<file path="src/rtl/store_align_unit.sv">
// Store-side alignment unit: places rs2 data into byte lanes of a word-addressed
// memory and splits misaligned halfword/word stores into two aligned beats.
module store_align_unit #(
    parameter int ADDR_W = 32
) (
    input  logic              clk,
    input  logic              rst,
    input  logic              req_valid,
    output logic              req_ready,
    input  logic [ADDR_W-1:0] Addr,
    input  logic [31:0]       RD2,
    input  logic [2:0]        StoreSRC,
    output logic              mem_we,
    output logic [ADDR_W-1:0] mem_addr,
    output logic [31:0]       mem_wdata,
    output logic [3:0]        mem_be,
    input  logic              mem_ack,
    output logic              done,
    output logic              misalign,
    output logic              err
);

    typedef enum logic [1:0] {
        S_IDLE,
        S_BEAT0,
        S_BEAT1
    } state_t;

    localparam logic [ADDR_W-1:0] WORD = ADDR_W'(4);

    state_t            r_state;
    logic              r_we;
    logic [ADDR_W-1:0] r_addr;
    logic [31:0]       r_wdata;
    logic [3:0]        r_be;
    logic              r_done;
    logic              r_mis;
    logic              r_err;
    logic              r_split;
    logic [ADDR_W-1:0] r_b1_addr;
    logic [31:0]       r_b1_wdata;
    logic [3:0]        r_b1_be;

    state_t            w_state_n;
    logic              w_we_n;
    logic [ADDR_W-1:0] w_addr_n;
    logic [31:0]       w_wdata_n;
    logic [3:0]        w_be_n;
    logic              w_done_n;
    logic              w_mis_n;
    logic              w_err_n;
    logic              w_split_n;
    logic [ADDR_W-1:0] w_b1_addr_n;
    logic [31:0]       w_b1_wdata_n;
    logic [3:0]        w_b1_be_n;

    logic [1:0]        w_off;
    logic [ADDR_W-1:0] w_base;
    logic [3:0]        w_mask;
    logic [31:0]       w_mdata;
    logic              w_legal;
    logic [7:0]        w_be8;
    logic [63:0]       w_data64;

    // Shift into an 8-lane window: low half is beat 0, high half spills into beat 1.
    always_comb begin
        w_off   = Addr[1:0];
        w_base  = {Addr[ADDR_W-1:2], 2'b00};
        w_mask  = 4'b0000;
        w_mdata = 32'h0;
        w_legal = 1'b0;
        case (StoreSRC)
            3'b000: begin
                w_mask  = 4'b0001;
                w_mdata = {24'h0, RD2[7:0]};
                w_legal = 1'b1;
            end
            3'b001: begin
                w_mask  = 4'b0011;
                w_mdata = {16'h0, RD2[15:0]};
                w_legal = 1'b1;
            end
            3'b010: begin
                w_mask  = 4'b1111;
                w_mdata = RD2;
                w_legal = 1'b1;
            end
            default: ;
        endcase
        w_be8    = {4'b0000, w_mask} << w_off;
        w_data64 = {32'h0, w_mdata} << {w_off, 3'b000};
    end

    always_comb begin
        w_state_n    = r_state;
        w_we_n       = r_we;
        w_addr_n     = r_addr;
        w_wdata_n    = r_wdata;
        w_be_n       = r_be;
        w_done_n     = 1'b0;
        w_mis_n      = 1'b0;
        w_err_n      = 1'b0;
        w_split_n    = r_split;
        w_b1_addr_n  = r_b1_addr;
        w_b1_wdata_n = r_b1_wdata;
        w_b1_be_n    = r_b1_be;
        case (r_state)
            S_IDLE: begin
                if (req_valid) begin
                    if (w_legal) begin
                        w_state_n    = S_BEAT0;
                        w_we_n       = 1'b1;
                        w_addr_n     = w_base;
                        w_wdata_n    = w_data64[31:0];
                        w_be_n       = w_be8[3:0];
                        w_split_n    = (w_be8[7:4] != 4'b0000);
                        w_b1_addr_n  = w_base + WORD;
                        w_b1_wdata_n = w_data64[63:32];
                        w_b1_be_n    = w_be8[7:4];
                    end else begin
                        w_err_n = 1'b1;
                    end
                end
            end
            S_BEAT0: begin
                if (mem_ack) begin
                    if (r_split) begin
                        w_state_n = S_BEAT1;
                        w_addr_n  = r_b1_addr;
                        w_wdata_n = r_b1_wdata;
                        w_be_n    = r_b1_be;
                    end else begin
                        w_state_n = S_IDLE;
                        w_we_n    = 1'b0;
                        w_addr_n  = '0;
                        w_wdata_n = 32'h0;
                        w_be_n    = 4'b0000;
                        w_done_n  = 1'b1;
                    end
                end
            end
            S_BEAT1: begin
                if (mem_ack) begin
                    w_state_n = S_IDLE;
                    w_we_n    = 1'b0;
                    w_addr_n  = '0;
                    w_wdata_n = 32'h0;
                    w_be_n    = 4'b0000;
                    w_done_n  = 1'b1;
                    w_mis_n   = 1'b1;
                end
            end
            default: begin
                w_state_n = S_IDLE;
                w_we_n    = 1'b0;
            end
        endcase
    end

    always_ff @(posedge clk) begin
        if (rst) begin
            r_state    <= S_IDLE;
            r_we       <= 1'b0;
            r_addr     <= '0;
            r_wdata    <= 32'h0;
            r_be       <= 4'b0000;
            r_done     <= 1'b0;
            r_mis      <= 1'b0;
            r_err      <= 1'b0;
            r_split    <= 1'b0;
            r_b1_addr  <= '0;
            r_b1_wdata <= 32'h0;
            r_b1_be    <= 4'b0000;
        end else begin
            r_state    <= w_state_n;
            r_we       <= w_we_n;
            r_addr     <= w_addr_n;
            r_wdata    <= w_wdata_n;
            r_be       <= w_be_n;
            r_done     <= w_done_n;
            r_mis      <= w_mis_n;
            r_err      <= w_err_n;
            r_split    <= w_split_n;
            r_b1_addr  <= w_b1_addr_n;
            r_b1_wdata <= w_b1_wdata_n;
            r_b1_be    <= w_b1_be_n;
        end
    end

    assign req_ready = (r_state == S_IDLE);
    assign mem_we    = r_we;
    assign mem_addr  = r_addr;
    assign mem_wdata = r_wdata;
    assign mem_be    = r_be;
    assign done      = r_done;
    assign misalign  = r_mis;
    assign err       = r_err;

endmodule

</file>
<file path="config.mk">
export PLATFORM = sky130hd
export DESIGN_NAME = store_align_unit
export DESIGN_NICKNAME = d
export VERILOG_FILES = /design/src/rtl/store_align_unit.sv
export SDC_FILE = /design/constraint.sdc
export NUM_CORES = 1
export LEC_CHECK = 0
export ABC_AREA = 1
export CAP_MARGIN = 20
export CORE_MARGIN = 1.5
export CORE_UTILIZATION = 52
export CTS_CLUSTER_DIAMETER = 40
export DETAILED_ROUTE_END_ITERATION = 8
export PLACE_DENSITY = 0.81
export SYNTH_ARGS = -nofsm -noshare
export SYNTH_HDL_FRONTEND = slang
export SYNTH_SLANG_ARGS = --single-unit
</file>
<file path="constraint.sdc">
create_clock -name clk -period 3.55 [get_ports clk]
set_clock_uncertainty 0.05 [all_clocks]
set_input_delay 0.5325 -clock clk [delete_from_list [all_inputs] [get_ports clk]]
set_output_delay 0.5325 -clock clk [all_outputs]
set_load 0.01 [all_outputs]
</file>
Yosys cells after proc, flatten, opt, wreduce, memory -nomap -nowiden
Index checks and enable logic that the tools add are counted.
- flip-flop bits (word level): 143
- input bits: 71
- output and inout port bits: 73
- word-level logic and storage cells: 75
- add/sub/neg operators: 1
- equality and inequality tests: 9
- shifts and indexed selects: 2
- mux-type cells: 37
- bitwise operators: 3
- reduce and logical (&&, ||, !) cells: 11
- operator list (cell ; count):
    $mux 32 ; 9
    $pmux 32 s3 ; 3
    $shl 32x5->64 ; 1
    $add 32x3->32 const B ; 1
    $pmux 4 s3 ; 2
    $mux 4 ; 5
    $mux 1 ; 10
    $mux 2 ; 5
    $reduce_and 5->1 ; 2
    $ne 2x2->1 const B ; 4
    $shl 4x2->8 ; 1
    $pmux 2 s3 ; 1
    $reduce_or 3->1 ; 2
    $reduce_and 4->1 ; 1
    $reduce_bool 4->1 ; 1
    $eq 3x1->1 const B ; 1
    $eq 3x2->1 const B ; 1
    $logic_not 3->1 ; 1
    $not 1->1 ; 3
    $pmux 1 s3 ; 1
    $reduce_and 3->1 ; 1
    $reduce_bool 3->1 ; 1
    $eq 2x1->1 const B ; 1
    $eq 2x2->1 const B ; 1
    4 further kinds ; 4

Longest topological paths before layout
- depth in word-level cells: 6
- mapped depth: 12
- gate-level depth less buffers: 10

Worst setup path after synthesis
Ideal clock, no wire load.
- path kind: reg-to-reg
- start: reg r_state[0]
- end: reg r_wdata[0], in the netlist mem_wdata[0]
- setup time: 0.116 ns
- arrival: 1.574 ns
- data required time: 3.384 ns
- setup slack: 1.810 ns
- cell stages (with the launch flop): 12
- path buffers: 3
- clock period less this slack: 1.740 ns
- cells stage by stage: dfxtp_1 > inv_1 > ha_1 > nand2_1 > nand2_1 > nor2_1 > nand3b_1 > buf_6 > buf_8 > buf_6 > nor2_1 > nor2_1
- cells in the longest elaborated chain, start to end: 3
- elaborated cells between the ends (all ways): 10
- those cells by class: eq/ne: 6; mux: 1; reduce/logical: 3
- ends and longest elaborated chain (what ; line ; source):
    start: declaration ; 31 ; state_t r_state;
    start signal: assignment ; 175 ; r_state <= w_state_n;
    $logic_not 2->1 * ; - ;
    via req_ready ; 9 ; output logic req_ready,
    $ne 2x1->1 (no line), or another cell as far along ; - ;
    $reduce_and 5->1 (no line) ; - ;
    end signal: assignment ; 178 ; r_wdata <= w_wdata_n;
    end: declaration ; 34 ; logic [31:0] r_wdata;
Mark *: on every way through the listed nets, which the timed path passes. The rest lies on a longest branch.
A chain may end at the register's enable or synchronous reset.

Worst setup path after layout
- start: reg r_state[0]
- end: reg r_wdata[19], in the netlist mem_wdata[19]
- cells in the longest elaborated chain, start to end: 3
- elaborated cells between the ends (all ways): 10
- those cells by class: eq/ne: 6; mux: 1; reduce/logical: 3
- ends and longest elaborated chain (what ; line ; source):
    $eq 2x1->1, or another cell as far along ; 107 ; case (r_state)
    $ne 2x2->1 (no line), or another cell as far along ; - ;
    $reduce_and 5->1 (no line) ; - ;
Parallel ways exist; a longest one is shown, timed or not.

==> results by group <==
STA
  • Worst Slack Setup Final: 951 ps
  • Total negative setup slack: 0 ps
  • Share of the clock period used by the worst path after layout: 73.2%
  • Worst-case headroom to the max-slew limit: 42.4%
  • Peak clock frequency supported by timing: 0.385 GHz
  • Number of slew-limit violations in the final report: 0
  • Final hold slack: 405 ps
  • Finish-stage setup viols: 0
  • Tmin final: 2600 ps
  • Slew at the pin with the worst max-slew slack: 864 ps
  • Final hold viol count: 0
  • Setup repair after global routing missed its margin: no

Critical path
  • Setup crit start kind: flip-flop
  • Buffers and inverters on the worst path: 3
  • Slowest CP cell: inv_1
  • Crit Reg-Reg Endpoint: mem_wdata[19]
  • Reg-to-Reg Start: r_state[0]
  • Crit. End Element: flip-flop
  • Arrival time worst endpoint: 2860 ps
  • CP cell instances: inv_1 > ha_1 > nand3_1 > buf_4 > inv_1 > nand2_1 > nand2_1 > nor2_1 > a21oi_1
  • Reg2reg setup slack: 950 ps
  • Reg2reg path depth: 9
  • Maximum net fanout on the critical path: 34
  • Delay of the slowest critical-path stage: 500 ps
  • Startpoint-to-endpoint class of the critical path: flip-flop to flip-flop
  • Worst setup path startpoint: r_state[0]
  • Required arrival time at the worst endpoint: 3810 ps
  • Kind of cell adding the most delay to the critical path: buffers and inverters

Floorplan
  • Initial Util: 53.3%
  • Core outline area: 13300 um^2
  • Boundary pin count: 144
  • Horizontal die dimension: 120 um
  • Std cell rows: 42
  • Full die area: 14300 um^2
  • Floorplan die height: 120 um

Placed design
  • Post-place setup slack: 874 ps
  • Placed Instance Area: 8540 um^2
  • Placed insts: 1422
  • Final weighted congestion in routability-driven placement: 0.963
  • Detailed placer's ending HPWL: 16200 um
  • PortBufs: 141

Pwr
  • Internal Dissipation: 4.20 mW
  • Part of the power in the clock network: 26.3%
  • Part of the power in registers: 30.6%
  • IR drop worst, VDD: 0.421 mV
  • Sw Share: 38.0%
  • Power dissipated by switching net loads: 2.57 mW
  • Power density normalized to cell area: 738 nW/um^2
  • Part of the total power dissipated in combinational logic: 43.0%
  • Leakage power total: 4.03 nW
  • Post-layout power: 6.77 mW

Synthesis
  • Sequential area share after synthesis: 36.7%
  • Synthesis Warnings: 0
  • Post-synthesis cell count: 1149
  • Synthesis-stage register bit count: 130
  • Post-synthesis cell type count: 32
  • Post-Syn Area per Cell: 6.17 um^2
  • Mapped cell area: 7090 um^2

Clocking
  • CTS Sinks: 130
  • Hold buffer count at cts: 0
  • Worst-case clock buffer depth: 2
  • Number of buffers inserted during clock tree synthesis: 17
  • Buffer count from post-CTS setup fixing: 0
  • Clock insertion delay at the later pin of the skew report: 420 ps
  • CTS tree: done
  • Number of H-tree levels: 4
  • Clock-pin slew on the worst setup and hold paths: 60 ps
  • Root Driver: clkbuf_16
  • Quantity of gates resized following cts: 0

Routing
  • Post-DR vias/cell: 5.40
  • Drt initial violations: 925
  • Antenna violation net count after detailed routing: 0
  • Count of unresolved DRC violations after routing: 0
  • Routed len/inst: 15.6 um
  • Total Routed Length: 22600 um
  • First-pass iteration count of the detailed router: 6
  • Total via count after detailed routing: 7856

Global route
  • Global-route wire length before repair: 36000 um
  • Global Route Usage Sum: 32.0%
  • Total gr overflow: 0
  • Vias in the first global route: 7004
  • Largest net degree at the start of global routing: 90
  • Antenna violations before repair: 0

Hold path
  • Hold Path End: r_b1_addr[2]
  • Type of the tightest min-delay check: flip-flop to flip-flop
  • Hold Path Depth: 2
  • Hold Path Origin: r_b1_addr[2]

Status
  • Outcome: complete, no violations

Cells and area
  • Post-Layout Inst Area: 9170 um^2
  • Fraction of final layout cells sized beyond drive strength 1: 4.69%
  • Utilization after layout: 69.0%
  • Synth-to-Final Area Change: 29.4%
  • Number of nets in the layout: 1343
  • Fill cell count: 1174
  • Multi-input gate area in the final layout: 3590 um^2
  • Final Non-Filler Cells: 1455
  • Seq. cell area: 2600 um^2
  • Final antenna diode count: 0

Run
  • Max cap viols: 0
## layer usage
| metal | share of wire [%] | wire, um | global-route usage, % |
|---|---|---|---|
| met4 | 2.0 | 449 | 9.82 |
| met3 | 9.3 | 2110 | 5.70 |
| met5 | 0 | 0 | 0 |
| met1 | 46 | 10300 | 47.2 |
| met2 | 43 | 9740 | 47.5 |
## layout make-up
type	count	area share, %
clock inverter	7	1.06
tap	176	2.40
clock buffer	25	5.51
multi-input combinational	801	39.1
timing repair buffer	157	17.0
sequential	130	28.4
inverter	159	6.51
## cell usage in the layout (no fill, tap or decap), types with 17 or more instances in the layout
cell type	count
clkdlybuf4s50_1	140
a21oi_1	114
nor2_1	167
nand2_1	305
clkbuf_16	17
o21ai_0	70
inv_1	157
nand3_1	72
dfxtp_1	130
o22ai_1	24
## synthesized netlist by cell type, drive strengths merged
cell type	instances	area share, %
o22ai	24	2.1
a22o	1	0.12
clkbuf	30	1.6
ha	6	1.1
nor3	1	0.071
nand2	310	17
a22oi	8	0.85
a211oi	1	0.11
nand4	12	1.1
nand3	72	5.1
buf	30	2.6
xor2	3	0.37
xnor2	1	0.12
a21oi	115	8.3
nand3b	1	0.11
nor2	173	9.5
conb	1	0.053
dfxtp	130	37
inv	159	8.4
o21ai	71	5.0
## cell families after synthesis
kind of cell	count (synthesis)	share of synthesized area, %
AOI/OAI and AO/OA	220	16.5
xor gates and xnor gates	4	0.494
adders and majority gates	6	1.06
buffers and inverters	219	12.7
DFF	130	36.7
other	1	0.0529
and+or+nand+nor	569	32.5
## power by group through the flow
stage          combinational, mW  sequential, mW  clock [mW]
2_1_floorplan               1.60            2.21           0
3_3_place_gp                2.84            2.08           0
3_5_place_dp                2.87            2.10           0
4_1_cts                     2.89            2.07        1.79
5_1_grt                     3.20            2.12        1.87
6_report                    2.91            2.07        1.78
## worst min-delay path, stage by stage (launching register included)
cell	delay (ps)
dfxtp_1	290
inv_1	60
a21oi_1	60
## registers in the layout, summed over array words and instances (netlist names)
name        flops
mem_addr       30
mem_wdata      32
r_split         1
r_b1_be         3
r_b1_addr      30
r_state         2
mem_we          1
done            1
r_b1_wdata     24
mem_be          4
err             1
misalign        1
## worst max-delay path by stage
| stage | endpoint | slack, ps | depth (start not counted) |
|---|---|---|---|
| after floorplan | mem_wdata[0] | 1810 | 11 |
| after global placement | r_b1_addr[10] | 910 | 7 |
| after detailed placement | r_b1_addr[10] | 870 | 7 |
| after CTS | mem_wdata[17] | 1010 | 9 |
| after global routing | mem_wdata[23] | 790 | 9 |
| final | mem_wdata[19] | 950 | 9 |
(Power assumes the default switching activity.)
